[src/rtl/instr_fetch.sv]
// Instruction fetch stage: issues one instruction-memory read at a time for
// the current PC and queues each returned word, with its PC, in a 2-entry
// buffer for decode. It tells the next-PC mux when the PC may advance. On a
// branch redirect it discards buffered and in-flight fetches. A misaligned PC
// raises a fault flag that stays set until the next redirect.
module instr_fetch (
    input  logic        clk,
    input  logic        reset,
    input  logic [31:0] pc_in,
    input  logic        redirect,
    output logic        imem_req,
    output logic [31:0] imem_addr,
    input  logic        imem_gnt,
    input  logic        imem_rvalid,
    input  logic [31:0] imem_rdata,
    output logic        pc_advance,
    output logic        inst_valid,
    input  logic        inst_ready,
    output logic [31:0] inst_out,
    output logic [31:0] inst_pc,
    output logic        fetch_fault
);

    typedef enum logic [1:0] {
        S_IDLE = 2'd0,
        S_REQ  = 2'd1,
        S_WAIT = 2'd2,
        S_DROP = 2'd3
    } state_t;

    state_t      r_state;
    logic [1:0]  r_count;
    logic [31:0] r_req_pc;
    logic        r_fault;

    // Buffer entry 0 is always the head, and entry 1 is the tail when count is 2.
    logic [31:0] r_inst0;
    logic [31:0] r_pc0;
    logic [31:0] r_inst1;
    logic [31:0] r_pc1;

    logic w_issue;
    logic w_grant;
    logic w_push;
    logic w_pop;
    logic w_misaligned;

    // Request qualification and buffer handshakes.
    // A request goes out only when the buffer has room for its response.
    always_comb begin
        w_misaligned = (pc_in[1:0] != 2'b00);
        w_issue      = (r_state == S_REQ) && !w_misaligned && !redirect &&
                       !r_fault && (r_count <= 2'd1);
        w_grant      = w_issue && imem_gnt;
        w_push       = (r_state == S_WAIT) && imem_rvalid && !redirect;
        w_pop        = (r_count != 2'd0) && inst_ready;
    end

    assign imem_req    = w_issue;
    assign imem_addr   = pc_in;
    assign pc_advance  = w_grant;
    assign inst_valid  = (r_count != 2'd0);
    assign inst_out    = r_inst0;
    assign inst_pc     = r_pc0;
    assign fetch_fault = r_fault;

    // Fetch control FSM, captured request PC and the sticky misalignment fault.
    always_ff @(posedge clk or posedge reset) begin
        if (reset) begin
            r_state  <= S_IDLE;
            r_req_pc <= 32'd0;
            r_fault  <= 1'b0;
        end else begin
            if (redirect) begin
                r_fault <= 1'b0;
            end else if ((r_state == S_REQ) && w_misaligned) begin
                r_fault <= 1'b1;
            end

            case (r_state)
                S_IDLE: r_state <= S_REQ;
                S_REQ: begin
                    if (w_grant) begin
                        r_req_pc <= pc_in;
                        r_state  <= S_WAIT;
                    end
                end
                S_WAIT: begin
                    if (imem_rvalid) begin
                        r_state <= S_REQ;
                    end else if (redirect) begin
                        // The response for the flushed request is still to come.
                        r_state <= S_DROP;
                    end
                end
                S_DROP: begin
                    // The flushed response completes the outstanding request,
                    // so leaving here is safe even if another redirect arrives
                    // in the same cycle.
                    if (imem_rvalid) begin
                        r_state <= S_REQ;
                    end
                end
                default: r_state <= S_IDLE;
            endcase
        end
    end

    // Two-entry instruction buffer. A redirect empties it, and that includes
    // any push that arrives in the same cycle.
    always_ff @(posedge clk or posedge reset) begin
        if (reset) begin
            r_count <= 2'd0;
            r_inst0 <= 32'd0;
            r_pc0   <= 32'd0;
            r_inst1 <= 32'd0;
            r_pc1   <= 32'd0;
        end else if (redirect) begin
            r_count <= 2'd0;
        end else begin
            case ({w_push, w_pop})
                2'b10: begin
                    if (r_count == 2'd0) begin
                        r_inst0 <= imem_rdata;
                        r_pc0   <= r_req_pc;
                    end else begin
                        r_inst1 <= imem_rdata;
                        r_pc1   <= r_req_pc;
                    end
                    r_count <= r_count + 2'd1;
                end
                2'b01: begin
                    r_inst0 <= r_inst1;
                    r_pc0   <= r_pc1;
                    r_count <= r_count - 2'd1;
                end
                2'b11: begin
                    if (r_count == 2'd1) begin
                        r_inst0 <= imem_rdata;
                        r_pc0   <= r_req_pc;
                    end else begin
                        r_inst0 <= r_inst1;
                        r_pc0   <= r_pc1;
                        r_inst1 <= imem_rdata;
                        r_pc1   <= r_req_pc;
                    end
                end
                default: ;
            endcase
        end
    end

endmodule

[config.mk]
export PLATFORM = sky130hd
export DESIGN_NAME = instr_fetch
export DESIGN_NICKNAME = d
export VERILOG_FILES = /design/src/rtl/instr_fetch.sv
export SDC_FILE = /design/constraint.sdc
export NUM_CORES = 1
export LEC_CHECK = 0
export ABC_AREA = 0
export CAP_MARGIN = 5
export CORE_MARGIN = 4
export CORE_UTILIZATION = 50
export CTS_CLUSTER_SIZE = 12
export DETAILED_ROUTE_END_ITERATION = 8
export PLACE_DENSITY = 0.84
export SLEW_MARGIN = 20
export SYNTH_ARGS = -nofsm -noshare
export SYNTH_HDL_FRONTEND = slang
export SYNTH_SLANG_ARGS = --single-unit
[constraint.sdc]
create_clock -name clk -period 7.73 [get_ports clk]
set_clock_uncertainty 0.2 [all_clocks]
set_input_delay 1.546 -clock clk [delete_from_list [all_inputs] [get_ports clk]]
set_output_delay 1.546 -clock clk [all_outputs]
set_load 0.05 [all_outputs]
=== After elaboration in Yosys (flattened, before gate mapping) ===
Index checks and enable logic that the tools add are counted.

* Register bits after elaboration: 165
* Bits of input ports: 70
* Output and inout port bits: 100
* Word-level logic and storage cells: 70

* Add/sub/neg operators: 2
* Magnitude comparators: 1
* Equality and inequality tests: 13
* Multiplexer cells: 21
* Bitwise gates (word level): 1
* Reductions and logical operators: 24

{| class="wikitable"
|+ Operator list
! kind !! count
|-
| 2-to-1 mux 32 bit || 8
|-
| case mux 32 bit (3 select lines) || 2
|-
| case mux 32 bit (2 select lines) || 2
|-
| 2-to-1 mux 2 bit || 5
|-
| != test 2 bit, second input constant || 5
|-
| logical AND 1 bit || 9
|-
| equality test 2 bit, second input constant || 4
|-
| case mux 2 bit (4 select lines) || 1
|-
| nonzero test 2 bit || 4
|-
| equality test 2 x 1 -> 1 bit, second input constant || 3
|-
| AND reduction 3 bit || 2
|-
| nonzero test 3 bit || 2
|-
| zero test 2 bit || 2
|-
| case mux 2 bit (2 select lines) || 1
|-
| AND reduction 4 bit || 1
|-
| zero test 1 bit || 3
|-
| != test 3 bit, second input constant || 1
|-
| adder 2 x 1 -> 2 bit, second input constant || 1
|-
| less-or-equal comparator 2 x 1 -> 1 bit, second input constant || 1
|-
| 2-to-1 mux 1 bit || 2
|-
| AND reduction 2 bit || 1
|-
| subtractor 2 x 1 -> 2 bit, second input constant || 1
|-
| inverter 1 bit || 1
|}

=== Longest topological paths before layout ===
Gate-level depths: netlist of the first run.

* Depth in word-level cells: 9
* Mapped depth: 8
* Mapped depth without buffers: 6

=== Worst setup path before layout of the first run ===
OpenSTA, ideal clock, no wires.

* Path type: input port to output port
* Start point: input redirect
* End point: output pc_advance
* Arrival: 2.531 ns
* Data required time: 5.984 ns
* Setup slack: 3.453 ns
* Stages: 4
* Buffers on the path: 1
* Path through: nor3b_2 > o2111ai_4 > buf_6 > inv_1

* Cells in the longest elaborated chain, start to end: 5

{| class="wikitable"
|+ RTL lines
! item !! line !! RTL
|-
| start: declaration || 10 || <nowiki>input logic redirect,</nowiki>
|-
| zero test 1 bit || 52 || <nowiki>w_issue = (r_state == S_REQ) && !w_misaligned && !redirect &&</nowiki>
|-
| logical AND 1 bit (2 in series) || 52 ||
|-
| logical AND 1 bit || 53 || <nowiki>!r_fault && (r_count <= 2'd1);</nowiki>
|-
| logical AND 1 bit || 54 || <nowiki>w_grant = w_issue && imem_gnt;</nowiki>
|-
| end: declaration || 16 || <nowiki>output logic pc_advance,</nowiki>
|}

No other way between the ends.

=== Worst setup path in the final report of the first run ===
Same ends and word-level chain as after synthesis.

==> flow_results.org, run 1 <==
** Power and ir drop
- Across the VDD grid, the largest voltage drop is around 0.00025 V.
- The completed layout was analyzed and its total power is 3.805 mW.
- In this run the power density over the cells is just over 400 nW/um^2.
- The analysis attributes to cell leakage a power of ~4.3 nW.

** Layout
- For this run, the post-layout net count is around 830.
- From synthesis to final layout, the design area changed by 29.52%.
- 0 antenna diodes ended up in the layout.
- Fraction of final layout cells with drive strength greater than 1 :: 0.1751

** Floorplanning
- Cell Rows :: 43
- For this configuration, the core starts out at a cell density of 0.5143.
- Io pins :: 170
- DIE AREA :: between 15000 and 20000 um^2
- After floorplanning, the core was sized to cover roughly 14000 um^2.
- The floorplan step set the die height to 127.7 um.
- Die width :: 127.7 um

** Global routing
- Largest net degree at the start of global routing :: 129
- The via count of the first global-routing pass came to around 5300.
- For this run the aggregate overflow at the end of global routing stands at 0.
- The first global-routing pass estimated between 20000 and 30000 um of wire.
- For this run, the total global-route usage over all layers was measured as 0.2015.
- Antenna violations before repair :: 0

** Timing
- Adding up every negative setup slack in the final design gives 0 ps.
- Upper clock frequency limit :: 177.3 MHz
- The count of pins over their slew limit is 0.
- The number of endpoints with negative hold slack in the final report was 0.
- In this run the tightest slew margin relative to its limit is 0.3884.
- The worst path in the final design needs a cycle of between 5000 and 6000 ps, including I/O delays and setup.
- Hold is met by 304.1 ps.
- Worst Tran Pin Value :: between 900 and 1000 ps
- Setup repair after global routing left no endpoint under its margin.
- Final cycle utilization of the critical path :: 0.7298
- Setup violations remaining at the end of the flow were counted as 0.

** Critical path
- Data on the critical path is required at its endpoint by approximately 6000 ps.
- Worst-path maximum fanout :: 36
- The worst register-to-register path has a depth of 7.
- Startpoint of the worst register-to-register path :: r_count[1]
- CP peak stage delay :: approximately 800 ps
- Worst reg2reg endpoint :: inst_out[28]
- Launching element of the worst setup path :: redirect
- Counting stages on the worst path, the most repeated cell is clkdlybuf4s50_1.
- R2R Setup Slk :: approximately 5000 ps
- Slowest cell on the critical path :: clkdlybuf4s50_1
- The worst setup path is launched from an input port.
- Crit. End Element :: output port
- Walking the worst path, the cells encountered are clkdlybuf4s50_1 -> nor3b_2 -> o2111ai_4 -> buf_4 -> inv_1 -> clkdlybuf4s50_1.
- For the worst setup path, the data arrival time is about 3900 ps.
- The critical path in this run is classified as input port to output port.

** CTS
- The H-tree generated during clock tree synthesis spans 4 levels.
- Max Root-Sink Buffers :: 2
- Clock-pin slew was measured on the worst setup and hold paths at 60 ps.
- For this design, the CTS-stage hold fixing added 0 buffers.
- Post-CTS repair changed the size of 0 cells.
- Clock tree from TritonCTS :: built
- For this design, the sink count on the clock tree is approximately 170.
- Post-CTS timing repair inserted 0 buffers for setup.
- The root buffer cell chosen for the clock tree is clkbuf_16.
- Num CTS Buffers :: 17
- The later pin in the worst-skew pair is clocked with a latency of approximately 420 ps.

** Worst hold path
- Along the worst hold path, the cell count comes to 1.
- Hold Crit Class :: flip-flop to flip-flop
- Worst hold path startpoint :: r_pc1[19]
- Hold worst-path end :: r_pc1[19]

** Outcome
- Outcome :: finished, final reports clean

** Drt
- Antenna viol nets, final :: 0
- Pre-Repair DR Iteration Count :: 4
- Initial drt markers :: between 400 and 500
- Via count of the routed design :: a little over 5000
- For this block, the routed nets add up to ~16000 um of wire.
- In the routed layout, each cell is associated on average with a via count of roughly 5.4.
- In the final routed layout, each cell accounts on average for ~17 um.
- DRC violation count after routing :: 0

** Placed design
- Total of buffers placed on input and output ports :: roughly 170
- Detailed placement ended at an HPWL of about 10000 um.
- Final weighted congestion in routability-driven placement :: ~0.78

** Logic synthesis
- After synthesis, the mean cell area works out to about 11 um^2.
- Synthesis inferred roughly 170 register bits.
- Of all flip-flops after synthesis, the portion carrying an async set or reset was 1.000.
- Post-Syn Nets :: 708
- Post-synthesis instance area :: 7167 um^2
- Yosys attributes the largest share of cell area to dfrtp_1 (58%), mux2_2 (11%), nand2_1 (7.0%).
- Yosys printed 0 warnings.
- Number of distinct standard cells referenced by the synthesized netlist :: 28
- Synthesis produced a netlist whose cell count is about 630.
- Top cells by count, synth :: dfrtp_1 (165), nand2_1 (133), mux2_2 (69)
- In this run, synthesis inferred 0 flip-flops with an integrated enable.
- The largest total area in the synthesized netlist belongs to dfrtp_1.
- By instance count, the leading cell after synthesis is dfrtp_1.
- The share of synthesized area in the top cell type comes to 0.5761.
- For this run, the register share of the synthesized area comes to 0.5761.
- Main synth FF type :: dfrtp_1

** Run
- Max-cap violations in this run came to 0.
metrics by stage:
stage                     worst slack (ps)  cell area [um^2]  cells  utilization
after global routing                  1978              9283    951       0.6662
after detailed placement              2063              8713    919       0.6253
after floorplan                       1522              7167    633            -
after global placement                2172              8713    919       0.6253
after CTS                             2074              9279    951       0.6659
final                                 2088              9283    951       0.6662
area by class of cell:
cell class,instances,area [um^2]
timing repair buffer,175,1740
inverter,9,38.79
multi-input combinational,390,2584
clock inverter,8,73.82
tap,180,225.2
sequential,165,4129
clock buffer,24,491.7
fill,1015,4652
placed cells by master, fill, tap and decap left out, types with 3 or more instances in the layout:
cell and count:
a21oi_1 5, clkdlybuf4s50_1 169, buf_4 5, mux2_2 69, o21ai_0 3, clkbuf_16 17, clkinv_2 4, nand2_1 132
mux2_4 25, ha_1 5, nor2_1 67, clkbuf_8 4, dfrtp_1 165, inv_1 8, clkbuf_1 3, a31oi_1 64
state kept, by name, indices dropped and copies added, names as in the netlist:
signal       cells
r_pc1           32
r_req_pc        32
r_state          2
inst_out        32
r_inst1         32
r_count          2
fetch_fault      1
inst_pc         32
critical path, delay by kind of cell:
kind	cells	cell delay [ps]
AND/OR/NAND/NOR	1	350
AO/OA/AOI/OAI	1	140
buffers and inverters	4	1830
kinds of logic (layout without fill, tap and decap cells):
logic type | Yosys count | after routing | share of synthesized area
xor+xnor | 2 | 2 | 0.002445
fa+ha+maj | 5 | 5 | 0.008729
mux | 94 | 94 | 0.1608
compound gates | 79 | 79 | 0.07158
simple gates | 210 | 210 | 0.1149
flops | 165 | 165 | 0.5761
buf+inv | 78 | 216 | 0.06547
power by group:
group	leakage, nW	internal, mW	switching [mW]
Clock	0.276	0.476	0.322
Sequential	2.10	1.14	0.185
Combinational	1.91	0.605	1.08
Total	4.29	2.22	1.58
worst max-delay path by stage:
| stage | slack [ps] | cells after the start | to |
|---|---|---|---|
| 2_1_floorplan | 1520 | 1 | fetch_fault |
| 3_3_place_gp | 2170 | 6 | pc_advance |
| 3_5_place_dp | 2060 | 6 | pc_advance |
| 4_1_cts | 2070 | 6 | pc_advance |
| 5_1_grt | 1980 | 6 | pc_advance |
| 6_report | 2090 | 6 | pc_advance |
per-layer routing:
metal  vias up  GRT usage  share of wire
li1       2365          -              -
met1      2519     0.2680           0.44
met2       190     0.3222           0.48
met3        19    0.05125          0.065
met4         0    0.07303          0.010
met5         -          0              0
Note: power is estimated with default switching activity, not from simulation.
==> run 2: changes to the inputs <==
==> constraint.sdc (replaced) <==
create_clock -name clk -period 5.7 [get_ports clk]
set_clock_uncertainty 0.2 [all_clocks]
set_input_delay 1.14 -clock clk [delete_from_list [all_inputs] [get_ports clk]]
set_output_delay 1.14 -clock clk [all_outputs]
set_load 0.05 [all_outputs]
==> run 2 against run 1 <==
Sequential share of layout area about the same. Final area about the same. Sequential power increased by 35%. Flip-flop and latch count unchanged. Final cell count unchanged. First-iteration DRC count decreased by 2.7%. Setup slack got worse by 820 ps. Utilization about the same. Register-to-register slack got worse by 2300 ps. Clock-buffer cell count decreased by 1. Highest routed layer unchanged.
==> flow_results.org, run 2 (synthesis gave the netlist of run 1 again) <==
** Timing
- Worst Tran Pin Value :: 1028 ps (+110.9 ps)
- The count of pins over their slew limit was 0 (unchanged).
- Based on the critical path, the design can be clocked at up to between 200 and 250 MHz.
- The number of endpoints with negative hold slack in the final report was 0 (unchanged).
- Setup repair after global routing left no endpoint under its margin.
- After layout, the minimum clock period comes to 4432 ps.
- The total negative slack for setup checks is 0 ps (unchanged).
- Final cycle utilization of the critical path :: 0.7776
- The number of setup violations in the final report was 0 (unchanged).
- Max-slew headroom :: 0.3145 (-0.07397)

** Global routing
- Largest net degree at the start of global routing :: 166 (+29%)
- Antenna violations before repair :: 0 (unchanged)
- Wire length of the first global-routing pass :: 26510 um (+0.52%)
- The remaining global-route overflow came to 0 (unchanged).
- Number of global-route vias before repair :: 5367 (+1.1%)
- Global router's overall resource usage :: 0.2030 (+0.001561)

** Layout
- Number of inserted diodes :: 0 (unchanged)
- The library cell used most frequently in the layout, excluding fill and tap cells, is clkdlybuf4s50_1.
- The post-layout net count was 834 (+0.12%).
- Fraction of final layout cells with drive strength greater than 1 :: 0.1738 (-0.001297)
- In the layout the commonest cells are clkdlybuf4s50_1 (169), dfrtp_1 (165), nand2_1 (132), mux2_2 (69), nor2_1 (67).
- Synthesis-to-finish area growth :: 29.43% (about the same)
- Fin cells :: 951 (unchanged)

** Critical path
- For this design, the slowest cell found on the critical path is clkdlybuf4s50_1.
- STA classifies the critical path endpoint as an output port.
- The worst register-to-register path begins at r_count[1].
- In this design, the critical path's most frequently occurring cell is clkdlybuf4s50_1.
- In this run the worst setup path begins at redirect.
- Worst-path maximum fanout :: 8 (-78%)
- Kind of critical path :: input port to output port
- The data required time at the worst endpoint is 4360 ps (-1620 ps).
- The highest cell delay on the worst timing path is 800 ps (about the same).
- The signal on the critical path passes through clkdlybuf4s50_1 -> nor3b_2 -> o2111ai_4 -> inv_1 -> clkdlybuf4s50_1.
- The worst setup path is launched from an input port.
- Arrival time reported for the critical path endpoint :: 3090 ps (-810 ps)

** Power and ir drop
- Maximum VDD drop :: 0.0002952 V (+19%)
- Lkg Pwr :: 4.277 nW (-0.27%)
- The power density of the placed cells was 553.2 nW/um^2 (+35%).

** CTS
- The clock buffer count from CTS is 17 (unchanged).
- The hold-fix buffer count after cts came to 0 (unchanged).
- The number of setup buffers added after CTS was 0 (unchanged).
- Clock transition at path regs :: 60 ps (about the same)
- The post-cts gate resize count came to 0 (unchanged).
- TritonCTS built the clock tree.
- The maximum number of buffers from clock root to sink is 2 (unchanged).
- Level count of the clock H-tree :: 4 (unchanged)
- Insertion delay of the later-clocked pin in the worst-skew pair :: 410 ps (about the same)
- Root buffer cell :: clkbuf_16
- CTS Sinks :: 165 (unchanged)

** Worst hold path
- In this run the most critical hold path is launched from r_inst1[9].
- Hold Crit Class :: flip-flop to flip-flop

** Run
- The number of maximum-capacitance constraint violations is 0 (unchanged).

** Drt
- The routed wire length was 16050 um (-0.49%).
- The met1 routed wirelength after detailed routing came to 6790 um (-5.1%).
- The amount of wire on met2 after detailed routing came to 8015 um (+3.4%).
- The number of vias in the routed layout came to 5122 (+0.57%).
- DRC violation count after routing :: 0 (unchanged)
- Detail-routed net length per standard cell :: 16.87 um (-0.49%)
- The total length of routed met3 wires is 1046 um (-0.95%).
- Antenna viol nets, final :: 0 (unchanged)
- Initial drt markers :: 438 (-2.7%)
- Max layer used :: met4
- The ratio of routed vias to standard cells came to 5.386 (+0.57%).
- The number of detailed-routing iterations run before antenna repair is 4 (unchanged).

** Outcome
- Outcome :: finished, final reports clean

** Floorplanning
- The count of pins on the block boundary was 170 (unchanged).
- Cell Rows :: 43 (unchanged)
- The area of the core was 13930 um^2 (unchanged).
- The horizontal extent of the die is 127.7 um (unchanged).
- Starting density of the core :: 0.5143 (unchanged)
- DIE AREA :: 16310 um^2 (unchanged)
- The vertical extent of the die was 127.7 um (unchanged).

** Placed design
- Final weighted congestion in routability-driven placement :: 0.7694 (-1.2%)
- Detailed Place HPWL :: 10380 um (+1.3%)
- The number of input and output port buffers inserted is 169 (unchanged).
- Number of placed cells counting well taps :: 920 (+0.11%)
==> run 2: cell types whose count changed in the layout (fill, tap and decap cells not counted) <==
cell / before / now
buf_6: 1 / 0
clkbuf_8: 4 / 2
clkinv_4: 1 / 0
clkinvlp_4: 2 / 4
clkinv_2: 4 / 3
buf_12: 0 / 1
buf_4: 5 / 6
clkbuf_1: 3 / 4
==> run 2: layer usage <==
metal | global-route usage | vias up
li1 | - | 2369
met4 | 0.06055 | 0
met3 | 0.05000 | 16
met5 | 0 | -
met1 | 0.2653 | 2548
met2 | 0.3380 | 189
==> run 2: layout make-up <==
type | instances | area [um^2]
clock buffers | 23 | 467.9
clock inverters | 8 | 76.32
fillers | 1006 | 4658
inverters | 9 | 37.54
multi-input cells | 390 | 2584
flip-flops and latches | 165 | 4129
well taps | 180 | 225.2
repair buffers | 176 | 1757
==> run 2: worst max-delay path, delay by kind of cell <==
kind            cells  cell delay, ps
simple gates        1             350
buf+inv             3            1460
compound gates      1             150
==> run 2: per-stage QoR <==
step	setup WS [ps]	utilization	power [mW]	area (um^2)	hold WS, ps
2_1_floorplan	2235	-	3.337	7171	272.0
3_3_place_gp	1320	0.6267	4.020	8732	286.0
3_5_place_dp	1277	0.6267	4.101	8732	290.0
4_1_cts	1272	0.6657	5.172	9276	307.1
5_1_grt	1172	0.6657	5.387	9276	311.2
6_report	1268	0.6657	5.132	9276	304.2
==> run 2: path summary, 6_finish.rpt <==
kind                                 to  slack, ps  depth (start not counted)
hold / removal               r_inst1[9]        300                          1
setup / recovery             pc_advance       1270                          5
max in group asynchronous    inst_pc[0]       3550                          3
setup reg to reg           inst_out[30]       2760                          7
min in group asynchronous   r_inst1[19]       1130                          3
hold reg to reg              r_inst1[9]        300                          1
==> run 2: power by group <==
part	internal, mW	total, mW	switching [mW]	leakage, nW
combinational	0.821	2.28	1.46	1.91
sequential	1.55	1.80	0.250	2.10
clock	0.621	1.06	0.435	0.259
total	2.99	5.13	2.14	4.28
==> run 3: changes to the inputs <==
==> constraint.sdc (replaced) <==
create_clock -name clk -period 4.1 [get_ports clk]
set_clock_uncertainty 0.2 [all_clocks]
set_input_delay 0.82 -clock clk [delete_from_list [all_inputs] [get_ports clk]]
set_output_delay 0.82 -clock clk [all_outputs]
set_load 0.05 [all_outputs]
==> run 3 against run 2 <==
Combinational power grew 40%. Worst hold slack improved by 0.59 ps. Setup slack worse by 730 ps. Die area is the same. Final cell count increased by 0.32%. Sequential power is 39% higher. Routed wire length is 1.7% higher. Highest routed layer unchanged.
==> flow_results.org, run 3 (synthesis gave the netlist of run 1 again) <==
** Outcome
- Outcome :: finished, final reports clean

** Worst hold path
- Hold Crit Class :: flip-flop to flip-flop
- Worst hold path startpoint :: r_pc1[7]
- The number of cells traversed by the worst hold path was 1 (unchanged).
- The path with the worst hold slack has its endpoint at r_pc1[7].

** Power and ir drop
- The power density of the placed cells was 778.8 nW/um^2 (+41%).
- Part of the power in combinational logic :: 0.436 (-0.008)
- The internal power summed over all cells came to 4.320 mW (+44%).
- The power share of the sequential group is 0.341 (-0.010).
- The overall power consumption is 7.342 mW (+43%).
- The static leakage came to 4.351 nW (+1.7%).
- The maximum vdd ir drop is 0.0004444 V (+51%).
- The reported net switching power is 3.022 mW (+41%).
- Switching part of the total :: 0.4115 (-0.005679)
- Power share of the clock group :: 0.224 (+0.018)

** Timing
- The count of pins over their slew limit was 0 (unchanged).
- Time the worst path needs with I/O delays and setup :: between 3000 and 4000 ps
- Max-slew headroom :: 0.4353 (+0.1208)
- The total negative slack for setup checks is 0 ps (unchanged).
- Final cycle utilization of the critical path :: 0.8692
- Worst path setup slack after routing :: 536.3 ps (-731.3 ps)
- Setup repair after global routing left no endpoint under its margin.
- Count of final setup violators :: 0 (unchanged)
- The worst-margin pin slew is 845.3 ps (-183.0 ps).
- Smallest hold slack :: 304.8 ps (+0.5890 ps)
- Timing would allow up to 280.6 MHz.
- Final-report hold violation count :: 0 (unchanged)

** Placed design
- Worst setup timing slack at the placement stage :: 544.6 ps (-732.5 ps)
- Final weighted congestion in routability-driven placement :: 0.7661 (-0.43%)
- The placed wire-length estimate after detailed placement was 10720 um (+3.3%).
- The number of input and output port buffers inserted came to 169 (unchanged).

** Critical path
- The depth of the worst register-to-register path is 7 (unchanged).
- Tracing the worst setup path back leads to its startpoint at redirect.
- Worst reg2reg endpoint :: inst_pc[26]
- The reg2reg setup slack came to 1610 ps (-1150 ps).
- The worst endpoint data arrival time was 2540 ps (-550 ps).
- Startpoint of the worst register-to-register path :: r_count[1]
- Crit. End Element :: output port
- The maximum fanout encountered on the critical timing path came to 2 (-6).
- Kind of critical path :: input port to output port
- The data required time at the worst endpoint came to 3080 ps (-1280 ps).
- Startpoint kind of the worst setup timing path :: input port

** Drt
- Detail-routed net length per standard cell :: 17.10 um (+1.3%)
- Routed wire length :: 16310 um (+1.7%)
- Via count of the routed design :: 5151 (+0.57%)
- The ratio of routed vias to standard cells came to 5.399 (+0.25%).
- Antenna viol nets, final :: 0 (unchanged)
- Initial drt markers :: 457 (+4.3%)
- Pre-Repair DR Iteration Count :: 5 (+1)
- The total DRC errors in the routed layout was 0 (unchanged).

** Global routing
- Number of global-route vias before repair :: 5367 (unchanged)
- Antenna violations before repair :: 0 (unchanged)
- Global router's overall resource usage :: 0.2004 (-0.002617)
- GR Overflow Total :: 0 (unchanged)
- The pin count of the biggest net entering global routing is 129 (-22%).
- The wire length of the first global-routing pass is 26250 um (-0.99%).

** Layout
- The library cells used most frequently in the layout, excluding fill and tap cells, are clkdlybuf4s50_1 (168), dfrtp_1 (165), nand2_1 (132), mux2_2 (69), nor2_1 (67).
- Count of filler cells inserted in the layout :: 984 (-2.2%)
- Most common library cell in the layout ignoring fill and taps :: clkdlybuf4s50_1
- The area growth from synthesis to layout is 31.55%.
- Post-layout nets :: 836 (+0.24%)
- Fraction of final layout cells with drive strength greater than 1 :: 0.1822 (+0.008370)
- The total inserted antenna cells came to 0 (unchanged).

** Floorplanning
- Core Footprint :: 13930 um^2 (unchanged)
- Die width :: 127.7 um (unchanged)
- Y dimension of the die :: 127.7 um (unchanged)
- The die footprint was 16310 um^2 (unchanged).
- Starting density of the core :: 0.5143 (unchanged)
- The count of pins on the block boundary came to 170 (unchanged).
- Cell Rows :: 43 (unchanged)

** CTS
- Clock tree from TritonCTS :: built
- The maximum number of buffers from clock root to sink came to 2 (unchanged).
- The TritonCTS sink count is 165 (unchanged).
- The insertion delay of the later-clocked pin in the worst-skew pair was 420 ps (about the same).
- The clock transition time at the flip-flop clock pins of the worst setup and hold paths is 60 ps (about the same).
- The number of setup buffers added after CTS is 0 (unchanged).
- The clock buffer count from CTS came to 17 (unchanged).
- Root buffer cell :: clkbuf_16
- Level count of the clock H-tree :: 4 (unchanged)
- The hold-fix buffer count after cts is 0 (unchanged).
- The post-cts gate resize count is 0 (unchanged).

** Run
- Reported max-cap violation count :: 0 (unchanged)
[run 3: changes by cell type in the layout (fill, tap and decap cells not counted), sizes merged, moves of 2 or more]
cell and change:
clkbuf -2, clkinv +3, bufinv +2, buf +3
[run 3: final cells by class]
| class | instances | area [um^2] | share of cell area |
|---|---|---|---|
| timing repair buffer | 178 | 1832 | 0.1943 |
| sequential | 165 | 4129 | 0.4380 |
| clock inverter | 11 | 150.1 | 0.01593 |
| tap | 180 | 225.2 | 0.02389 |
| multi-input combinational | 390 | 2584 | 0.2741 |
| clock buffer | 21 | 470.5 | 0.04990 |
| inverter | 9 | 37.54 | 0.003981 |
[run 3: metrics by stage]
step,util,cell area (um^2),cells
global route,0.6766,9428,954
CTS,0.6766,9428,954
global placement,0.6320,8807,922
finish,0.6766,9428,954
floorplan,-,7171,633
detailed placement,0.6320,8807,922
[run 3: power groups by stage]
stage | clock (mW) | combinational [mW] | sequential [mW]
finish | 1.64 | 3.20 | 2.50
global route | 1.74 | 3.38 | 2.56
CTS | 1.67 | 3.22 | 2.50
detailed placement | 0 | 3.20 | 2.52
global placement | 0 | 3.13 | 2.48
floorplan | 0 | 1.05 | 3.58
[run 3: routing by layer]
metal	part of all wire	wire length [um]	track usage
met5	0	0	0
met4	0.017	272	0.07179
met3	0.062	1004	0.04708
met2	0.48	7846	0.3287
met1	0.44	7188	0.2622
[run 3: critical path, cell delays in order]
cell	delay [ps]
clkdlybuf4s50_1	430
nor3b_2	300
o211a_1	200
clkdlybuf4s50_1	790
[run 3: how the worst max path moves through the flow]
stage | endpoint | slack [ps] | cells after the start
global route | imem_req | 470 | 4
CTS | imem_req | 530 | 4
finish | imem_req | 540 | 4
floorplan | fetch_fault | 980 | 1
global placement | imem_req | 580 | 4
detailed placement | imem_req | 540 | 4
==> variant 1 (config.mk and constraints of run 2) <==
Re-encode `state_t` (4 states) as one-hot, 4 bits wide.
--- a/src/rtl/instr_fetch.sv
+++ b/src/rtl/instr_fetch.sv
@@ -21,11 +21,11 @@
     output logic        fetch_fault
 );
 
-    typedef enum logic [1:0] {
-        S_IDLE = 2'd0,
-        S_REQ  = 2'd1,
-        S_WAIT = 2'd2,
-        S_DROP = 2'd3
+    typedef enum logic [3:0] {
+        S_IDLE = 4'b0001,
+        S_REQ  = 4'b0010,
+        S_WAIT = 4'b0100,
+        S_DROP = 4'b1000
     } state_t;
 
     state_t      r_state;
Check against the original RTL: no difference found for any inputs over 4 cycles, from zero or initial values and one cycle with reset high; so few cycles prove little.
==> variant 1 against run 2 <==
Critical path depth is the same. Global-route usage grew 0.70 points. Die area grew 3.4%. Final area grew 3.8%. Utilization shrank 0.29 points. Synthesized area grew 3.7%. Wire length grew 5.6%. Sequential share of layout area shrank 1.1 points. Total power shrank 2.3%. Fmax shrank 1.4%. Sequential cell count grew 2. Combinational power shrank 11%. Count of clock-buffer cells in the layout is the same. Worst setup slack lost 0.063 ns.
==> variant 1: results (changes against run 2) <==
stage	metric	value	unit	change
outcome	status	finished, final reports clean		unchanged
logic_synthesis	commonest cells in the netlist	dfrtp_1 (166), nand2_1 (136), nor2_1 (68)		was dfrtp_1 (165), nand2_1 (133), mux2_2 (69)
clock_tree	Clock Tree Buf Depth	2		unchanged
hold_path	hold path depth	1		unchanged
floorplan	die area	16900	µm²	was 16,300 µm²
route	Vias	5243		was 5,122
route	drt pass-1 iters	5		was 4
hold_path	WHS Endpoint	r_pc1[9]		was r_inst1[9]
clock_tree	clk_lat worst skew	0.42	ns	
grt	largest net degree at the start of global routing	168		was 166
grt	Global Route met1 Usage	27.1	%	was 26.5%
final_layout	share of post-route cells with drive strength above 1	13.6	%	was 17.4%
placement	dpl hpwl	10700	µm	was 10,400 µm
placement	Port Buffer Count	169		unchanged
logic_synthesis	Yosys warnings	0		unchanged
power	Switching Share	40.3	%	was 41.7%
clock_tree	# Post-CTS Setup Buffers	0		unchanged
clock_tree	Root Driver	clkbuf_16		unchanged
grt	global-route wire length before repair	27900	µm	was 26,500 µm
logic_synthesis	Syn Nets	716		was 708
worst_setup_path	Data arrival, critical path	3.16	ns	was 3.09 ns
route	drt wl/cell	17.6	µm	was 16.9 µm
grt	GR Util met2	34.3	%	was 33.8%
logic_synthesis	FFs w/ async S/R, synth	100	%	unchanged
power	P_leak	4.46	nW	was 4.28 nW
worst_setup_path	reg-to-reg critical path endpoint	inst_pc[27]		was inst_out[30]
worst_setup_path	Worst R2R Path Depth	7		unchanged
worst_setup_path	R2R setup slack	2.83	ns	was 2.76 ns
hold_path	worst hold-check path type	reg -> reg		unchanged
placement	routability cong.	0.778		was 0.769
grt	met3 global-route usage	5.81	%	was 5.00%
power	Max VDD drop	0.368	mV	was 0.295 mV
clock_tree	post-CTS resize count	0		unchanged
final_layout	fin nets	838		was 834
placement	Area after DPL	8990	µm²	was 8730 µm²
worst_setup_path	RR Startpoint	r_count[1]		unchanged
worst_setup_path	Max FO, Critical Path	4		was 8
logic_synthesis	register area share after synthesis	56.3	%	was 57.6%
clock_tree	Inserted Clock Buffers	17		unchanged
worst_setup_path	Worst Setup SP	pc_in[1]		was redirect
hold_path	min-delay src	r_pc1[9]		was r_inst1[9]
grt	GR Util All Layers	21.0	%	was 20.3%
logic_synthesis	Synth cell types	38		was 28
final_layout	ANT cells	0		unchanged
grt	initial antenna violation count	0		unchanged
clock_tree	clk slew on worst S/H paths	0.06	ns	about the same
timing	relative slew slack	29.6	%	was 31.4%
clock_tree	H-tree level count	4		unchanged
grt	vias in the first global route	5540		was 5,367
route	DRT iter0 DRCs	441		was 438
logic_synthesis	Synth area leaders	dfrtp_1 (56%), mux2_4 (12%), nand2_1 (6.9%)		was dfrtp_1 (58%), mux2_2 (11%), nand2_1 (7.0%)
## variant 1: cell count changes in the layout (fill, tap and decap cells not counted), moves of 3 or more
cell,run 2,this run
clkinv_4,0,3
nor3_1,0,4
inv_1,8,4
clkbuf_8,2,6
mux2_2,69,0
mux2_4,25,60
mux2_1,0,34
ha_1,5,2
buf_4,6,2
clkbuf_1,4,0
nand2_1,132,136
## variant 1: cell families (layout without fill, tap and decap cells)
kind of cell / Yosys count / after routing / synth area share, %
AOI/OAI and AO/OA: 78 / 78 / 6.62
xor gates and xnor gates: 3 / 3 / 0.354
adders and majority gates: 2 / 2 / 0.337
buffers and inverters: 76 / 211 / 6.74
DFF: 167 / 167 / 56.3
muxes: 94 / 94 / 17.3
and+or+nand+nor: 224 / 224 / 12.4
## variant 1: layout make-up
class                   count  area [µm²]
flip-flops and latches    167        4180
well taps                 184         230
inverters                   5        22.5
fillers                  1053        4900
multi-input cells         401        2780
clock buffers              23         508
repair buffers            174        1770
clock inverters             9         138
## variant 1: power by group through the flow
stage / Sequential (mW) / Clock [mW] / Combinational, mW
final: 1.77 / 1.23 / 2.02
after global routing: 1.82 / 1.30 / 2.14
after CTS: 1.77 / 1.25 / 2.04
after detailed placement: 1.79 / 0 / 2.03
after global placement: 1.76 / 0 / 1.99
after floorplan: 2.55 / 0 / 0.542
## variant 1: critical path, stage by stage
cell	delay [ns]
clkdlybuf4s50_1	0.43
nor3_1	0.38
nand2_1	0.09
nor4b_1	0.26
clkdlybuf4s50_1	0.86
## variant 1: worst max-delay path by stage
stage                            end  slack, ns  cells after the start
after floorplan           pc_advance       1.21                      3
after global routing      pc_advance        1.0                      5
after CTS                 pc_advance       1.16                      5
final                     pc_advance       1.20                      5
after detailed placement  pc_advance       1.19                      5
after global placement    pc_advance       1.28                      5
## variant 1: stage by stage
step	worst slack, ns	hold slack (ns)	instances
final	1.20	0.298	963
after global routing	1.00	0.318	963
after CTS	1.16	0.299	963
after detailed placement	1.19	0.285	931
after global placement	1.28	0.273	930
after floorplan	1.21	0.264	644
## variant 1: metal layers
| metal | routed length (µm) | part of all wire (%) | vias up |
|---|---|---|---|
| met2 | 8430 | 50 | 192 |
| li1 | - | - | 2397 |
| met4 | 202 | 1.2 | 0 |
| met1 | 7160 | 42 | 2632 |
| met3 | 1160 | 6.8 | 22 |
| met5 | 0 | 0 | - |
==> variant 2 (config.mk and constraints of run 2) <==
Without the edit above. Register the output `fetch_fault` once more, with the module's reset; this adds one clock of latency there. The other outputs are not delayed to match.
--- a/src/rtl/instr_fetch.sv
+++ b/src/rtl/instr_fetch.sv
@@ -62,7 +62,13 @@
     assign inst_valid  = (r_count != 2'd0);
     assign inst_out    = r_inst0;
     assign inst_pc     = r_pc0;
-    assign fetch_fault = r_fault;
+    always_ff @(posedge clk or posedge reset) begin
+        if (reset) begin
+            fetch_fault <= '0;
+        end else begin
+            fetch_fault <= r_fault;
+        end
+    end
 
     // Fetch control FSM, captured request PC and the sticky misalignment fault.
     always_ff @(posedge clk or posedge reset) begin
Behaviour: not the same (Yosys sat finds a counterexample within 4 cycles, from zero or initial values and one cycle with reset high).
==> variant 2 against run 2 <==
Synthesized area up 1.2%. Final area up 1.6%. Sequential cell count is 1 higher. Global-route usage is 0.15 points higher. Wire length grew 1.1%. Total power increased by 6.6%. Worst setup slack better by 0.037 ns. Count of clock-buffer cells in the layout fell by 2.
==> variant 2: results (changes against run 2) <==
stage	metric	value	unit	change
outcome	status	finished, final reports clean		unchanged
worst_setup_path	reg-to-reg critical path endpoint	inst_pc[18]		was inst_out[30]
route	DRT iter0 DRCs	333		was 438
timing	relative slew slack	32.9	%	was 31.4%
logic_synthesis	Post-Synth Adder-Cell Area	0.863	%	was 0.873%
logic_synthesis	mux contribution to synthesized area	15.9	%	was 16.1%
power	Clk power	1.24	mW	was 1.06 mW
placement	Area after DPL	8780	µm²	was 8730 µm²
grt	global-route wire length before repair	26600	µm	was 26,500 µm
grt	largest net degree at the start of global routing	80		was 166
power	P_leak	4.37	nW	was 4.28 nW
worst_setup_path	Data arrival, critical path	3.06	ns	was 3.09 ns
logic_synthesis	Synth area leaders	dfrtp_1 (57%), mux2_2 (9.0%), nand2_1 (6.8%)		was dfrtp_1 (58%), mux2_2 (11%), nand2_1 (7.0%)
worst_setup_path	CP max stage cell	clkdlybuf4s50_1		unchanged
final_layout	ANT cells	0		unchanged
worst_setup_path	Worst Setup EP	imem_req		was pc_advance
logic_synthesis	commonest cells in the netlist	dfrtp_1 (166), nand2_1 (131), nor2_1 (68)		was dfrtp_1 (165), nand2_1 (133), mux2_2 (69)
hold_path	WHS Endpoint	fetch_fault		was r_inst1[9]
route	drt wl/cell	17.0	µm	was 16.9 µm
placement	Port Buffer Count	169		unchanged
route	drt pass-1 iters	5		was 4
clock_tree	Clock Tree Buf Depth	2		unchanged
final_layout	Fillers	968		was 1,006
grt	vias in the first global route	5377		was 5,367
logic_synthesis	Synth cell types	29		was 28
worst_setup_path	max incr delay on CP	0.80	ns	about the same
power	Flop pwr share	33.3	%	was 35.1%
grt	GR Util All Layers	20.5	%	was 20.3%
logic_synthesis	post-synthesis xor/xnor area fraction	0.242	%	was 0.244%
logic_synthesis	FFs w/ async S/R, synth	100	%	unchanged
logic_synthesis	register area share after synthesis	57.3	%	was 57.6%
final_layout	fin nets	837		was 834
grt	initial antenna violation count	0		unchanged
worst_setup_path	R2R setup slack	2.82	ns	was 2.76 ns
route	post-DR vias/cell	5.41		was 5.39
worst_setup_path	RR Startpoint	r_count[1]		unchanged
final_layout	share of post-route cells with drive strength above 1	17.0	%	was 17.4%
power	P_sw	2.27	mW	was 2.14 mW
placement	routability cong.	0.780		was 0.769
logic_synthesis	Syn Nets	709		was 708
placement	dpl hpwl	10800	µm	was 10,400 µm
worst_setup_path	Max FO, Critical Path	8		unchanged
clock_tree	Inserted Clock Buffers	17		unchanged
power	Max VDD drop	0.381	mV	was 0.295 mV
hold_path	worst hold-check path type	reg -> reg		unchanged
logic_synthesis	complex-gate fraction of the synthesized area	6.62	%	was 7.16%
hold_path	min-delay src	r_fault		was r_inst1[9]
hold_path	hold path depth	0		was 1
variant 2: cell count changes after synthesis, moves of 4 or more:
cell      change
buf_2         -4
buf_4        +12
clkbuf_1      -7
mux2_1       +10
mux2_2       -11
variant 2: per-stage QoR:
stage,total power [mW],setup WS [ns],instances,hold slack [ns],util (%)
floorplan,3.48,2.25,634,0.194,-
global placement,4.18,1.33,923,0.216,62.5
detailed placement,4.27,1.29,923,0.222,62.5
CTS,5.52,1.29,955,0.235,67.1
global route,5.75,1.17,955,0.258,67.1
finish,5.47,1.30,955,0.236,67.1
variant 2: per-layer routing:
metal  track usage, %  part of all wire [%]  routed length, µm
met2             33.7                    49               7940
met4             6.87                   1.2                199
met1             26.3                    43               6990
met3             5.65                   6.6               1080
met5                0                     0                  0
variant 2: area by class of cell:
cell class,count,area (µm²),share of cell area (%)
clock buffers,21,480,5.10
clock inverters,11,171,1.82
inverters,8,33.8,0.358
multi-input cells,392,2610,27.7
flip-flops and latches,166,4150,44.1
well taps,180,225,2.39
repair buffers,177,1750,18.6
